## config.mk

```make
export PLATFORM = sky130hd
export DESIGN_NAME = mc_control_fsm_flat
export DESIGN_NICKNAME = d
export VERILOG_FILES = /design/src/rtl/mc_control_fsm_if.sv /design/src/rtl/mc_control_fsm.sv /design/src/flat_wrapper.sv
export SDC_FILE = /design/constraint.sdc
export NUM_CORES = 1
export LEC_CHECK = 0
export ABC_AREA = 1
export CELL_PAD_IN_SITES_DETAIL_PLACEMENT = 1
export CELL_PAD_IN_SITES_GLOBAL_PLACEMENT = 1
export CORE_MARGIN = 3
export CORE_UTILIZATION = 37
export DETAILED_ROUTE_END_ITERATION = 16
export HOLD_SLACK_MARGIN = 0.12
export PLACE_DENSITY = 0.93
export SETUP_SLACK_MARGIN = 0.3
export SYNTH_ARGS = -nofsm -noshare
export SYNTH_HDL_FRONTEND = slang
export SYNTH_SLANG_ARGS = --single-unit
```

## constraint.sdc

```tcl
create_clock -name Clk -period 4 [get_ports Clk]
set_input_delay 0.8 -clock Clk [delete_from_list [all_inputs] [get_ports Clk]]
set_output_delay 0.8 -clock Clk [all_outputs]
set_load 0.1 [all_outputs]
```

## src/rtl/mc_control_fsm_if.sv

```systemverilog
// Control bundle between the multicycle MIPS control FSM and its datapath.
// master = controller side, slave = datapath side.
interface mc_control_fsm_if #(
    parameter int STATE_W = 6
);
    logic [5:0]         Op;
    logic               Break;
    logic               PCWriteCond;
    logic               BranchNE;
    logic               PCWrite;
    logic               IorD;
    logic               MemWrite;
    logic               IRWrite;
    logic               ALUSrcA;
    logic               RegWrite;
    logic               RegDst;
    logic               AWrite;
    logic               BWrite;
    logic               ALUOutLoad;
    logic [1:0]         MemtoReg;
    logic [1:0]         PCSource;
    logic [2:0]         ALUOp;
    logic [1:0]         ALUSrcB;
    logic [STATE_W-1:0] State_out;
    logic               IllegalOp;

    modport master (
        input  Op, Break,
        output PCWriteCond, BranchNE, PCWrite, IorD, MemWrite, IRWrite,
        output ALUSrcA, RegWrite, RegDst, AWrite, BWrite, ALUOutLoad,
        output MemtoReg, PCSource, ALUOp, ALUSrcB, State_out, IllegalOp
    );

    modport slave (
        output Op, Break,
        input  PCWriteCond, BranchNE, PCWrite, IorD, MemWrite, IRWrite,
        input  ALUSrcA, RegWrite, RegDst, AWrite, BWrite, ALUOutLoad,
        input  MemtoReg, PCSource, ALUOp, ALUSrcB, State_out, IllegalOp
    );
endinterface

```

## src/rtl/mc_control_fsm.sv

```systemverilog
// Multicycle MIPS control FSM with one shared memory wait counter.
// Define UC_ILLEGAL_OP_EN to trap unrecognised opcodes in a sticky ILLEGAL state.
module mc_control_fsm #(
    parameter int MEM_WAIT = 2,
    parameter int STATE_W  = 6
) (
    input  logic              Clk,
    input  logic              Reset,
    mc_control_fsm_if.master  bus
);
    typedef enum logic [3:0] {
        FETCH    = 4'd0,
        F_WAIT   = 4'd1,
        IR_LD    = 4'd2,
        DECODE   = 4'd3,
        RTYPE    = 4'd4,
        RT_WB    = 4'd5,
        BRANCH   = 4'd6,
        MEM_ADDR = 4'd7,
        LW_WAIT  = 4'd8,
        LW_WB    = 4'd9,
        SW_WR    = 4'd10,
        SW_WAIT  = 4'd11,
        LUI      = 4'd12,
        J        = 4'd13,
        BREAK    = 4'd14,
        ILLEGAL  = 4'd15
    } state_t;

    typedef struct packed {
        logic       pc_write_cond;
        logic       branch_ne;
        logic       pc_write;
        logic       iord;
        logic       mem_write;
        logic       ir_write;
        logic       alu_src_a;
        logic       reg_write;
        logic       reg_dst;
        logic       a_write;
        logic       b_write;
        logic       alu_out_load;
        logic [1:0] mem_to_reg;
        logic [1:0] pc_source;
        logic [2:0] alu_op;
        logic [1:0] alu_src_b;
    } ctl_t;

    localparam logic [3:0] MW = 4'(MEM_WAIT);

    state_t     state;
    state_t     nxt;
    logic [3:0] wcnt;
    logic [3:0] nxt_wcnt;
    ctl_t       ctl;
    logic       op_bne;

    function automatic ctl_t dec(input state_t s, input logic ne);
        ctl_t c;
        c = '0;
        case (s)
            FETCH: begin
                c.alu_src_b    = 2'b01;
                c.alu_out_load = 1'b1;
            end
            IR_LD: begin
                c.pc_write  = 1'b1;
                c.pc_source = 2'b01;
                c.ir_write  = 1'b1;
            end
            DECODE: begin
                c.a_write      = 1'b1;
                c.b_write      = 1'b1;
                c.alu_src_b    = 2'b11;
                c.alu_out_load = 1'b1;
            end
            RTYPE: begin
                c.alu_src_a    = 1'b1;
                c.alu_op       = 3'b010;
                c.alu_out_load = 1'b1;
            end
            RT_WB: begin
                c.reg_write = 1'b1;
                c.reg_dst   = 1'b1;
            end
            BRANCH: begin
                c.pc_write_cond = 1'b1;
                c.alu_src_a     = 1'b1;
                c.alu_op        = 3'b001;
                c.pc_source     = 2'b01;
                c.branch_ne     = ne;
            end
            MEM_ADDR: begin
                c.alu_src_a    = 1'b1;
                c.alu_src_b    = 2'b10;
                c.alu_out_load = 1'b1;
            end
            LW_WAIT: c.iord = 1'b1;
            LW_WB: begin
                c.iord       = 1'b1;
                c.mem_to_reg = 2'b01;
                c.reg_write  = 1'b1;
            end
            SW_WR: begin
                c.iord      = 1'b1;
                c.mem_write = 1'b1;
            end
            SW_WAIT: c.iord = 1'b1;
            LUI: begin
                c.mem_to_reg = 2'b10;
                c.reg_write  = 1'b1;
            end
            J: begin
                c.pc_write  = 1'b1;
                c.pc_source = 2'b10;
            end
            default: ;
        endcase
        return c;
    endfunction

    function automatic state_t dispatch(input logic [5:0] op);
        case (op)
            6'h00:        return RTYPE;
            6'h04, 6'h05: return BRANCH;
            6'h23, 6'h2b: return MEM_ADDR;
            6'h0f:        return LUI;
            6'h02:        return J;
`ifdef UC_ILLEGAL_OP_EN
            default:      return ILLEGAL;
`else
            default:      return FETCH;
`endif
        endcase
    endfunction

    assign op_bne = (bus.Op == 6'h05);

    // Wait states leave on wcnt==1, so each one lasts exactly MEM_WAIT cycles
    always_comb begin
        nxt      = state;
        nxt_wcnt = wcnt;
        if (bus.Break) begin
            nxt      = BREAK;
            nxt_wcnt = '0;
        end else begin
            case (state)
                FETCH: begin
                    nxt      = F_WAIT;
                    nxt_wcnt = MW;
                end
                F_WAIT: begin
                    if (wcnt == 4'd1) begin
                        nxt      = IR_LD;
                        nxt_wcnt = '0;
                    end else begin
                        nxt_wcnt = wcnt - 4'd1;
                    end
                end
                IR_LD:  nxt = DECODE;
                DECODE: nxt = dispatch(bus.Op);
                RTYPE:  nxt = RT_WB;
                RT_WB:  nxt = FETCH;
                BRANCH: nxt = FETCH;
                MEM_ADDR: begin
                    if (bus.Op == 6'h23) begin
                        nxt      = LW_WAIT;
                        nxt_wcnt = MW;
                    end else begin
                        nxt = SW_WR;
                    end
                end
                LW_WAIT: begin
                    if (wcnt == 4'd1) begin
                        nxt      = LW_WB;
                        nxt_wcnt = '0;
                    end else begin
                        nxt_wcnt = wcnt - 4'd1;
                    end
                end
                LW_WB: nxt = FETCH;
                SW_WR: begin
                    nxt      = SW_WAIT;
                    nxt_wcnt = MW;
                end
                SW_WAIT: begin
                    if (wcnt == 4'd1) begin
                        nxt      = FETCH;
                        nxt_wcnt = '0;
                    end else begin
                        nxt_wcnt = wcnt - 4'd1;
                    end
                end
                LUI:     nxt = FETCH;
                J:       nxt = FETCH;
                default: ;
            endcase
        end
    end

`ifdef UC_ILLEGAL_OP_EN
    logic illegal_q;
`endif

    always_ff @(posedge Clk or posedge Reset) begin
        if (Reset) begin
            state <= FETCH;
            wcnt  <= '0;
            ctl   <= dec(FETCH, 1'b0);
`ifdef UC_ILLEGAL_OP_EN
            illegal_q <= 1'b0;
`endif
        end else begin
            state <= nxt;
            wcnt  <= nxt_wcnt;
            ctl   <= dec(nxt, op_bne);
`ifdef UC_ILLEGAL_OP_EN
            illegal_q <= (nxt == ILLEGAL);
`endif
        end
    end

    assign bus.PCWriteCond = ctl.pc_write_cond;
    assign bus.BranchNE    = ctl.branch_ne;
    assign bus.PCWrite     = ctl.pc_write;
    assign bus.IorD        = ctl.iord;
    assign bus.MemWrite    = ctl.mem_write;
    assign bus.IRWrite     = ctl.ir_write;
    assign bus.ALUSrcA     = ctl.alu_src_a;
    assign bus.RegWrite    = ctl.reg_write;
    assign bus.RegDst      = ctl.reg_dst;
    assign bus.AWrite      = ctl.a_write;
    assign bus.BWrite      = ctl.b_write;
    assign bus.ALUOutLoad  = ctl.alu_out_load;
    assign bus.MemtoReg    = ctl.mem_to_reg;
    assign bus.PCSource    = ctl.pc_source;
    assign bus.ALUOp       = ctl.alu_op;
    assign bus.ALUSrcB     = ctl.alu_src_b;
    assign bus.State_out   = STATE_W'(state);
`ifdef UC_ILLEGAL_OP_EN
    assign bus.IllegalOp   = illegal_q;
`else
    assign bus.IllegalOp   = 1'b0;
`endif
endmodule

```

## src/flat_wrapper.sv

```systemverilog
// flat-port wrapper written by rule: the top's interface ports become plain ports
module mc_control_fsm_flat 
#(
    parameter int MEM_WAIT = 2,
    parameter int STATE_W  = 6
)
  (Clk, Reset, bus_Op, bus_Break, bus_PCWriteCond, bus_BranchNE, bus_PCWrite, bus_IorD, bus_MemWrite, bus_IRWrite, bus_ALUSrcA, bus_RegWrite, bus_RegDst, bus_AWrite, bus_BWrite, bus_ALUOutLoad, bus_MemtoReg, bus_PCSource, bus_ALUOp, bus_ALUSrcB, bus_State_out, bus_IllegalOp);
  mc_control_fsm_if #(.STATE_W(STATE_W)) bus_i ();
  input  logic Clk;
  input  logic Reset;
  input wire logic [$bits(bus_i.Op)-1:0] bus_Op;
  input wire logic [$bits(bus_i.Break)-1:0] bus_Break;
  output wire logic [$bits(bus_i.PCWriteCond)-1:0] bus_PCWriteCond;
  output wire logic [$bits(bus_i.BranchNE)-1:0] bus_BranchNE;
  output wire logic [$bits(bus_i.PCWrite)-1:0] bus_PCWrite;
  output wire logic [$bits(bus_i.IorD)-1:0] bus_IorD;
  output wire logic [$bits(bus_i.MemWrite)-1:0] bus_MemWrite;
  output wire logic [$bits(bus_i.IRWrite)-1:0] bus_IRWrite;
  output wire logic [$bits(bus_i.ALUSrcA)-1:0] bus_ALUSrcA;
  output wire logic [$bits(bus_i.RegWrite)-1:0] bus_RegWrite;
  output wire logic [$bits(bus_i.RegDst)-1:0] bus_RegDst;
  output wire logic [$bits(bus_i.AWrite)-1:0] bus_AWrite;
  output wire logic [$bits(bus_i.BWrite)-1:0] bus_BWrite;
  output wire logic [$bits(bus_i.ALUOutLoad)-1:0] bus_ALUOutLoad;
  output wire logic [$bits(bus_i.MemtoReg)-1:0] bus_MemtoReg;
  output wire logic [$bits(bus_i.PCSource)-1:0] bus_PCSource;
  output wire logic [$bits(bus_i.ALUOp)-1:0] bus_ALUOp;
  output wire logic [$bits(bus_i.ALUSrcB)-1:0] bus_ALUSrcB;
  output wire logic [$bits(bus_i.State_out)-1:0] bus_State_out;
  output wire logic [$bits(bus_i.IllegalOp)-1:0] bus_IllegalOp;
  assign bus_i.Op = bus_Op;
  assign bus_i.Break = bus_Break;
  assign bus_PCWriteCond = bus_i.PCWriteCond;
  assign bus_BranchNE = bus_i.BranchNE;
  assign bus_PCWrite = bus_i.PCWrite;
  assign bus_IorD = bus_i.IorD;
  assign bus_MemWrite = bus_i.MemWrite;
  assign bus_IRWrite = bus_i.IRWrite;
  assign bus_ALUSrcA = bus_i.ALUSrcA;
  assign bus_RegWrite = bus_i.RegWrite;
  assign bus_RegDst = bus_i.RegDst;
  assign bus_AWrite = bus_i.AWrite;
  assign bus_BWrite = bus_i.BWrite;
  assign bus_ALUOutLoad = bus_i.ALUOutLoad;
  assign bus_MemtoReg = bus_i.MemtoReg;
  assign bus_PCSource = bus_i.PCSource;
  assign bus_ALUOp = bus_i.ALUOp;
  assign bus_ALUSrcB = bus_i.ALUSrcB;
  assign bus_State_out = bus_i.State_out;
  assign bus_IllegalOp = bus_i.IllegalOp;
  mc_control_fsm #(.MEM_WAIT(MEM_WAIT), .STATE_W(STATE_W)) u_core (.Clk(Clk), .Reset(Reset), .bus(bus_i));
endmodule
```

# ---- Word-level counts from Yosys, hierarchy flattened
# Cells that the tools add are included.
dict set report classes {
  add_sub_neg 1
  eq_ne 33
  muxes 25
  n_reduce_logical 16
}
# op count
set ops {}
lappend ops {{$eq A4 B4 Y1 const B} 12}
lappend ops {{$pmux W4 S10} 1}
lappend ops {{$eq A4 B3 Y1 const B} 8}
lappend ops {{$mux W4} 7}
lappend ops {{$pmux W4 S5} 1}
lappend ops {{$eq A4 B2 Y1 const B} 4}
lappend ops {{$eq A6 B3 Y1 const B} 2}
lappend ops {{$eq A6 B6 Y1 const B} 2}
lappend ops {{$pmux W2 S2} 3}
lappend ops {{$pmux W4 S3} 1}
lappend ops {{$reduce_or A2 Y1} 5}
lappend ops {{$reduce_or A3 Y1} 3}
lappend ops {{$eq A4 B1 Y1 const B} 2}
lappend ops {{$logic_not A4 Y1} 2}
lappend ops {{$mux W1} 8}
lappend ops {{$reduce_or A4 Y1} 2}
lappend ops {{$eq A6 B2 Y1 const B} 1}
lappend ops {{$eq A6 B4 Y1 const B} 1}
lappend ops {{$logic_not A6 Y1} 1}
lappend ops {{$mux W2} 3}
lappend ops {{$pmux W2 S3} 1}
lappend ops {{$reduce_or A5 Y1} 1}
lappend ops {{$reduce_bool A4 Y1} 1}
lappend ops {{$sub A4 B1 Y4 const B} 1}
lappend ops {{2 further kinds} 2}
dict set report totals {
  regBits 28
  out_inout_bits 28
}

# ---- Depth between registers and ports, before layout
# Gate-level depths: netlist of the first run.
dict set report depth {
  ltp_word 8
  depth_mapped 12
}

# ---- Worst setup path before layout of the first run
# No wires, ideal clock.
dict set report synth_timing {
  path_type {flip-flop to output port}
  start {reg u_core.ctl (netlist bit u_core.bus.ALUOp[0])}
  end {out bus_ALUOp[0]}
  arrival_ns 1.324
  slack_ns 1.876
  stages_incl_launch_ff 2
  cell_sequence {dfrtp_1 > buf_4}
}
# item line_no
set synth_lines {}
lappend synth_lines {{start, declared} mc_control_fsm.sv:55} ;# ctl_t ctl;
lappend synth_lines {{start signal, assigned} mc_control_fsm.sv:209} ;# ctl <= dec(FETCH, 1'b0);
lappend synth_lines {{start signal, assigned} mc_control_fsm.sv:216} ;# ctl <= dec(nxt, op_bne);
lappend synth_lines {{end, declared} flat_wrapper.sv:27} ;# output wire logic [$bits(bus_i.ALUOp)-1:0] bus_ALUOp;
# No word-level cell between the ends.

# ---- Worst setup path in the final report of the first run
dict set report layout_timing {
  start {reg u_core.state[1]}
  end {out bus_State_out[1]}
}
# item line_no
set layout_lines {}
lappend layout_lines {{start, declared} mc_control_fsm.sv:51} ;# state_t state;
lappend layout_lines {{start signal, assigned} mc_control_fsm.sv:214} ;# state <= nxt;
lappend layout_lines {{end, declared} flat_wrapper.sv:29} ;# output wire logic [$bits(bus_i.State_out)-1:0] bus_State_out;
# No word-level cell between the ends.

==> impl_metrics.yaml, run 1 <==
setup_path:
  start_kind: "register"
  cp.required_ns: 3.20
  crit_chain: "clkdlybuf4s50_1"
  crit_fanout: 7
  worstRegToRegCells: 12
  cp.arrival_ns: 1.97
  cp_num_buf_inv: 1
  cpPeakStageDelay_ns: 1.19
  critPathTopFamily: "buffers and inverters"
  crit_type: "register to output port"
  critical_path.slowest_cell: "clkdlybuf4s50_1"
  endpoint_kind: "output port"
  worst-path-stages: 1
synth:
  ys_types: 28
  ys_seq_area_share_pct: 47.1
  avgSynthCellArea_um2: 7.66
  synth_top_area_share_pct: 43.3
  yosys-top-cells-count: "nand2_1, nor2_1, dfrtp_1"
  syn_area_mm2: 0.00139
  synthFlopType: "dfrtp_1"
  synthCells: 181
  synth_edf_count: 0
  async_reset_ff_share_pct: 100
  yosys-top-cells-area: "dfrtp_1, nand2_1, nor2_1"
  synth_seq_cells: 26
  synth_top_cell_by_area: "dfrtp_1"
  synth_most_common_cell: "nand2_1"
  yosys_warnings: 0
timing:
  fin_crit_sh_pct: 69.3
  setup_slack_ns: 1.23
  slew_viol_final: 0
  fin_crit_ns: 2.77
  setup_violations: 0
  timing.slew.headroom_pct: 33.0
  grt_setup_unrepaired: "no"
  holdWs_ns: 0.552
  skew_ns: 0.00265
  fmax_mhz: 361
  worst_pin_slew_ns: 1.00
  fin_setup_tns_ns: 0
  hold_viol: 0
floorplanning:
  start_util_pct: 40.0
  io_pins: 37
  die_x_um: 67.2
  dieArea_mm2: 0.00452
  core_mm2: 0.00347
  die_h_um: 67.2
  rows: 21
route:
  dr.pass1.iters: 4
  vias: 1294
  drc_errors: 0
  wl_per_cell_um: 15.0
  ant_nets: 0
  via_per_inst: 4.98
  totalWireLength_um: 3910
  drt_iter0_drc: 59
run:
  max_cap_viol_count: 0
place:
  place_congestion: 0.837
  hpwl_um: 3250
  port-buffer-count: 32
  pre_cts_slack_ns: 1.29
cts:
  cts_hold_buffers: 0
  clkSinkCount: 26
  cts-resized-gates: 0
  clk_latency_ns: 0.27
  clock_path_buffers: 2
  path_clk_slew_ns: 0.09
  htree_levels: 1
  root_buffer: "clkbuf_8"
  numCtsBuffers: 3
  cts_tree: "done"
  cts_setup_buffers: 0
layout:
  nets: 226
  drive_gt1_share_pct: 12.1
  area_growth_syn_to_layout_pct: 28.8
  fill_cells: 459
  antenna_cells: 0
power:
  p_leak_nw: 0.894
  ir_drop_uv: 153
  power_density_mw_per_mm2: 270
global_route:
  grtUsageTotal_pct: 19.5
  grt_remaining_overflow: 0
  antenna_found_initial: 0
  grt_max_degree: 27
  grt_pass1_vias: 1396
  grt_first_pass_wirelength_um: 6530
hold_path:
  hold_path.class: "register to register"
  worstHoldPathCells: 2
outcome:
  outcome: "complete, no violations"
[metal layers]
metal	global-route usage (%)	vias up	part of all wire (%)
met1	20.6	632	38
met3	3.33	12	3.4
li1	-	609	-
met5	0	-	0
met4	10.1	0	3.0
met2	36.4	41	55
[worst register-to-register path, delay by kind of cell, from the launching register on]
family / cells / cell delay [ns]
AND/OR/NAND/NOR: 7 / 0.95
buffers and inverters: 3 / 0.27
flip-flops: 1 / 0.39
adder cells (fa/ha/maj): 1 / 0.18
AO/OA/AOI/OAI: 1 / 0.10
[logic make-up after synthesis]
logic type      synth area share [%]
simple gates                    32.0
flops                           47.1
fa+ha+maj                       1.80
other cells                    0.270
xor+xnor                        1.26
compound gates                  6.68
buf+inv                         10.8
[sequential cells by signal, indices dropped and copies added, names as in the netlist]
register,flops
u_core.state,4
u_core.wcnt,4
u_core.bus.ALUOp,2
u_core.bus.ALUSrcB,2
u_core.bus.MemtoReg,2
u_core.bus.PCSource,2
u_core.bus.ALUOutLoad,1
u_core.bus.ALUSrcA,1
u_core.bus.AWrite,1
u_core.bus.BranchNE,1
u_core.bus.IRWrite,1
u_core.bus.IorD,1
u_core.bus.MemWrite,1
u_core.bus.PCWrite,1
u_core.bus.RegDst,1
u_core.bus.RegWrite,1
[report_power, final]
group	total, mW	leakage (nW)	internal, mW	switching (mW)
registers	0.264	0.339	0.264	0.000834
clock network	0.172	0.0288	0.0881	0.0838
logic	0.0457	0.526	0.0118	0.0338
[final cells by class]
| type | count | area (um2) | share of cell area (%) |
|---|---|---|---|
| clock buffer | 4 | 55.1 | 3.08 |
| inverter | 28 | 105 | 5.89 |
| multi-input combinational | 124 | 594 | 33.3 |
| sequential | 26 | 653 | 36.6 |
| tap | 46 | 57.6 | 3.22 |
| timing repair buffer | 32 | 320 | 17.9 |
[stage by stage]
stage               instance area (um2)  instances  utilization, %  power [mW]
CTS                                1790        260            51.5       0.486
global route                       1790        260            51.5       0.499
finish                             1790        260            51.5       0.482
global placement                   1730        256            49.9       0.314
detailed placement                 1730        256            49.9       0.316
floorplan                          1400        184               -       0.303
[cell usage in the layout, fill, tap and decap left out, types with 2 or more instances in the layout]
master	instances
nand2_1	41
nor2_1	32
clkdlybuf4s50_1	32
dfrtp_1	24
inv_1	20
nand3_1	11
inv_2	8
o21ai_0	5
nor2_2	5
conb_1	4
clkbuf_8	4
a21oi_1	3
nor3_1	3
o21ai_1	3
a31oi_1	2
nor2_4	2
ha_1	2
dfstp_2	2
[final timing paths]
kind | start | to | slack (ns)
setup / recovery | u_core.state[1] | bus_State_out[1] | 1.23
hold / removal | u_core.wcnt[1] | u_core.wcnt[1] | 0.55
setup reg to reg | u_core.wcnt[1] | u_core.bus.RegWrite | 2.05
hold reg to reg | u_core.wcnt[1] | u_core.wcnt[1] | 0.55
max in group asynchronous | Reset | u_core.bus.AWrite | 2.33
min in group asynchronous | Reset | u_core.bus.MemtoReg[1] | 1.07
Power figures use the tool's default switching activity.
==> inputs of run 2 (changes only) <==
--- a/config.mk
+++ b/config.mk
@@ -9,10 +9,10 @@
 export CELL_PAD_IN_SITES_DETAIL_PLACEMENT = 1
 export CELL_PAD_IN_SITES_GLOBAL_PLACEMENT = 1
 export CORE_MARGIN = 3
-export CORE_UTILIZATION = 37
+export CORE_UTILIZATION = 31
 export DETAILED_ROUTE_END_ITERATION = 16
 export HOLD_SLACK_MARGIN = 0.12
-export PLACE_DENSITY = 0.93
+export PLACE_DENSITY = 0.84
 export SETUP_SLACK_MARGIN = 0.3
 export SYNTH_ARGS = -nofsm -noshare
 export SYNTH_HDL_FRONTEND = slang
==> constraint.sdc (replaced) <==
create_clock -name Clk -period 2.2 [get_ports Clk]
set_input_delay 0.44 -clock Clk [delete_from_list [all_inputs] [get_ports Clk]]
set_output_delay 0.44 -clock Clk [all_outputs]
set_load 0.1 [all_outputs]
==> impl_metrics.yaml, run 2 (same netlist as run 1, synthesis figures left out) <==
cts:
  numCtsBuffers: 3
  path_clk_slew_ns: 0.09
  root_buffer: "clkbuf_8"
  clk_latency_ns: 0.28
  cts_tree: "done"
  clkSinkCount: 26
  htree_levels: 1
  clock_path_buffers: 2
floorplanning:
  dieArea_mm2: 0.00531
  die_x_um: 72.9
  die_h_um: 72.9
  rows: 23
  io_pins: 37
  core_mm2: 0.00414
  start_util_pct: 33.5
timing:
  holdWs_ns: 0.522
  fmax_mhz: 534
  hold_viol: 0
  fin_setup_tns_ns: 0
  fin_crit_sh_pct: 85.0
  slew_viol_final: 0
  fin_crit_ns: 1.87
  setup_violations: 0
  skew_ns: 0.00490
  grt_setup_unrepaired: "no"
route:
  ant_nets: 0
  via_per_inst: 4.87
  dr.pass1.iters: 4
  wl_met1_um: 1740
  vias: 1343
  route.met3.wl_um: 135
  drc_errors: 0
  totalWireLength_um: 4220
  wl_per_cell_um: 15.3
  drt_iter0_drc: 66
  highest_layer: "met4"
  wl_met2_um: 2230
power:
  power.share.clock_pct: 41.3
  p_leak_nw: 1.05
  intPower_mw: 0.752
  p_sw_mw: 0.229
  total_power_mw: 0.980
  power_density_mw_per_mm2: 511
  switching_share_pct: 23.4
  comb_power_share_pct: 9.6
  pwr-share-seq_pct: 49.1
  ir_drop_uv: 228
setup_path:
  cp.arrival_ns: 2.04
  endpoint_kind: "register"
  crit_fanout: 6
  start_kind: "input pin"
  cp.required_ns: 2.37
  cpPeakStageDelay_ns: 0.46
  critical_path.slowest_cell: "clkdlybuf4s50_1"
  crit_type: "input pin to register"
  crit_chain: "clkdlybuf4s50_1 -> inv_1 -> nand2_1 -> nor2_4 -> inv_2 -> o21ai_4 -> nand2_2 -> nor2_4 -> buf_4 -> nor2_2 -> nand2_1 -> inv_1"
global_route:
  antenna_found_initial: 0
  grt_remaining_overflow: 0
  grt_pass1_vias: 1307
  grt_max_degree: 27
  grtUsageTotal_pct: 15.0
  grt_first_pass_wirelength_um: 6150
layout:
  reg_top3: "u_core.state: 4 flops, u_core.wcnt: 4 flops"
  final_cell_mix: "nand2_1, buf_4, nor2_1, dfrtp_1, inv_1"
  antenna_cells: 0
  drive_gt1_share_pct: 34.5
  nets: 238
  area_growth_syn_to_layout_pct: 38.4
  final_common_cell: "nand2_1"
place:
  hpwl_um: 2850
  place_congestion: 0.809
  port-buffer-count: 32
outcome:
  outcome: "complete, no violations"
hold_path:
  hold_path.class: "input pin to asynchronous set/reset pin"
run:
  max_cap_viol_count: 0
run 2: cell type report:
cell class,instances,area (um2)
Clock buffer,3,41.3
Clock inverter,1,30.0
Fill cell,516,2230
Inverter,28,105
Multi-Input combinational cell,124,658
Sequential cell,26,658
Tap cell,50,62.6
Timing Repair Buffer,44,363
run 2: final timing paths:
kind                       cells past startpoint           start                     end  slack (ns)
max in group asynchronous                      3           Reset   u_core.bus.ALUSrcB[0]        1.38
setup / recovery                              12       bus_Op[4]       u_core.bus.AWrite        0.33
hold reg to reg                                1  u_core.wcnt[3]          u_core.wcnt[3]        0.59
min in group Clk                               3       bus_Op[0]     u_core.bus.BranchNE        0.57
setup reg to reg                              12  u_core.wcnt[1]   u_core.bus.ALUOutLoad        0.37
hold / removal                                 3           Reset  u_core.bus.MemtoReg[1]        0.52
run 2: per-stage QoR:
stage	worst slack (ns)	instance area (um2)	cells	util (%)
after floorplan	0.412	1400	184	-
after global placement	0.0684	1700	263	41.1
after detailed placement	-0.0200	1700	263	41.1
after CTS	0.305	1780	267	42.9
after global routing	0.191	1920	276	46.3
final	0.329	1920	276	46.3
run 2: worst max-delay path, delay by kind of cell:
kind | cells | cell delay [ns]
AO/OA/AOI/OAI | 1 | 0.17
buffers and inverters | 5 | 0.80
AND/OR/NAND/NOR | 6 | 0.62
run 2: power groups by stage:
stage / combinational (mW) / sequential [mW] / clock, mW
3_5_place_dp: 0.0860 / 0.490 / 0
5_1_grt: 0.103 / 0.481 / 0.429
4_1_cts: 0.0864 / 0.481 / 0.406
2_1_floorplan: 0.0618 / 0.490 / 0
3_3_place_gp: 0.0843 / 0.490 / 0
6_report: 0.0941 / 0.481 / 0.405
run 2: per-layer routing:
metal  vias to the layer above  global-route usage, %
met3                        10                   2.34
li1                        639                      -
met5                         -                      0
met1                       662                   18.5
met4                         0                   6.56
met2                        32                   25.8
run 2: repair_timing:
action                                  CTS  global route
endpoints found under the setup margin    1            19
pin swaps                                 0             6
setup buffers                             0             9
hold buffers                              0             0
gates resized for setup                   1            22
==> inputs of run 3 (changes only) <==
--- a/config.mk
+++ b/config.mk
@@ -12,7 +12,7 @@
 export CORE_UTILIZATION = 31
 export DETAILED_ROUTE_END_ITERATION = 16
 export HOLD_SLACK_MARGIN = 0.12
-export PLACE_DENSITY = 0.84
+export PLACE_DENSITY_LB_ADDON = 0.1
 export SETUP_SLACK_MARGIN = 0.3
 export SYNTH_ARGS = -nofsm -noshare
 export SYNTH_HDL_FRONTEND = slang
==> impl_metrics.yaml, run 3 (same netlist as run 1, synthesis figures left out) <==
route:
  ant_nets: 0
  route.met3.wl_um: 170
  via_per_inst: 4.66
  totalWireLength_um: 3730
  wl_per_cell_um: 13.7
  dr.pass1.iters: 4
  vias: 1268
  wl_met2_um: 1930
  drc_errors: 0
  highest_layer: "met4"
  wl_met1_um: 1600
  drt_iter0_drc: 33
cts:
  clk_latency_ns: 0.27
  clkSinkCount: 26
  htree_levels: 1
  path_clk_slew_ns: 0.09
  cts_hold_buffers: 0
  clock_path_buffers: 2
  cts_tree: "done"
  numCtsBuffers: 3
  root_buffer: "clkbuf_8"
timing:
  fin_setup_tns_ns: 0
  holdWs_ns: 0.549
  setup_slack_ns: 0.482
  worst_pin_slew_ns: 0.603
  fin_crit_ns: 1.72
  slew_viol_final: 0
  setup_violations: 0
  timing.slew.headroom_pct: 59.8
  fmax_mhz: 582
  skew_ns: 0.00267
  fin_crit_sh_pct: 78.1
  grt_setup_unrepaired: "no"
  hold_viol: 0
place:
  port-buffer-count: 32
  hpwl_um: 3020
  place_congestion: 0.840
  pre_cts_slack_ns: -0.0288
setup_path:
  critPathTopFamily: "simple AND/OR/NAND/NOR gates"
  cp_num_buf_inv: 3
  endpoint_kind: "register"
  critical_path.slowest_cell: "dfrtp_1"
  cp.arrival_ns: 1.91
  crit_type: "register to register"
  timing.critical_path.from: "u_core.wcnt[1]"
  start_kind: "register"
  cpPeakStageDelay_ns: 0.39
  path_common_cell: "nand2_1"
  crit_fanout: 6
  crit_chain: "inv_1 -> ha_1 -> nand2_2 -> inv_1 -> nand2_1 -> and2_1 -> nand2_1 -> nor2_4 -> inv_2 -> nor2_2 -> nand2_1 -> o21ai_1"
  cp.required_ns: 2.39
  worstReg2RegStart: "u_core.wcnt[1]"
floorplanning:
  die_x_um: 72.9
  io_pins: 37
  rows: 23
  die_h_um: 72.9
  core_mm2: 0.00414
  start_util_pct: 33.5
  dieArea_mm2: 0.00531
layout:
  reg_top3: "u_core.state: 4 flops, u_core.wcnt: 4 flops"
  final_cell_mix: "nand2_1, buf_4, nor2_1, inv_1, dfrtp_1"
  nets: 234
  final_common_cell: "nand2_1"
  fill_cells: 536
  drive_gt1_share_pct: 30.6
  multi_input_area_um2: 623
  regArea_um2: 658
  area_growth_syn_to_layout_pct: 33.8
  antenna_cells: 0
  fin_util_pct: 44.7
global_route:
  grt_pass1_vias: 1360
  grt_remaining_overflow: 0
  grtUsageTotal_pct: 14.8
  grt_first_pass_wirelength_um: 6220
  antenna_found_initial: 0
  grt_max_degree: 18
run:
  max_cap_viol_count: 0
power:
  power.share.clock_pct: 40.5
  power_density_mw_per_mm2: 516
  p_leak_nw: 1.03
  intPower_mw: 0.746
  p_sw_mw: 0.210
  comb_power_share_pct: 9.2
  ir_drop_uv: 222
  switching_share_pct: 21.9
  pwr-share-seq_pct: 50.3
outcome:
  outcome: "complete, no violations"
hold_path:
  hold_path.class: "input pin to asynchronous set/reset pin"
==> run 3: cell types whose count changed in the layout (fill, tap and decap cells not counted), sizes merged <==
cell           previous run  this run
buf                      36        32
clkdlybuf4s50             3         2
dlygate4sd2               0         1
==> run 3: path summary, 6_finish.rpt <==
path	depth (start not counted)	slack (ns)	to
max reg2reg	12	0.48	u_core.bus.PCWrite
max in group asynchronous	3	1.09	u_core.bus.MemtoReg[0]
min	2	0.55	u_core.bus.RegWrite
min reg2reg	1	0.55	u_core.wcnt[3]
max	12	0.48	u_core.bus.PCWrite
min in group Clk	1	0.55	u_core.wcnt[3]
==> run 3: final cells by class <==
class	instances	share of cell area, %
sequential	26	35.5
timing repair buffer	40	17.9
clock inverter	1	1.62
inverter	28	5.80
tap	50	3.37
multi-input combinational	124	33.6
clock buffer	3	2.23
==> run 3: power by group through the flow <==
stage / Clock (mW) / Combinational (mW) / Sequential (mW)
after floorplan: 0 / 0.0618 / 0.490
after global placement: 0 / 0.0851 / 0.490
after detailed placement: 0 / 0.0883 / 0.490
after CTS: 0.400 / 0.0880 / 0.481
after global routing: 0.415 / 0.0956 / 0.481
final: 0.387 / 0.0881 / 0.481
==> run 3: metal layers <==
layer	up-vias	global-route usage (%)
met3	4	2.62
met2	29	26.1
met1	608	18.8
li1	627	-
met5	-	0
met4	0	3.28
==> run 3: metrics by stage <==
stage | power (mW) | instances | area (um2)
floorplan | 0.551 | 184 | 1400
global placement | 0.575 | 265 | 1720
detailed placement | 0.579 | 265 | 1720
CTS | 0.968 | 269 | 1790
global route | 0.992 | 272 | 1850
finish | 0.956 | 272 | 1850
==> run 3: timing repair <==
action,4_1_cts,5_1_grt
setup buffers,0,3
gates cloned,0,0
gates resized for setup,2,13
pin swaps,0,3
endpoints found under the setup margin,3,20
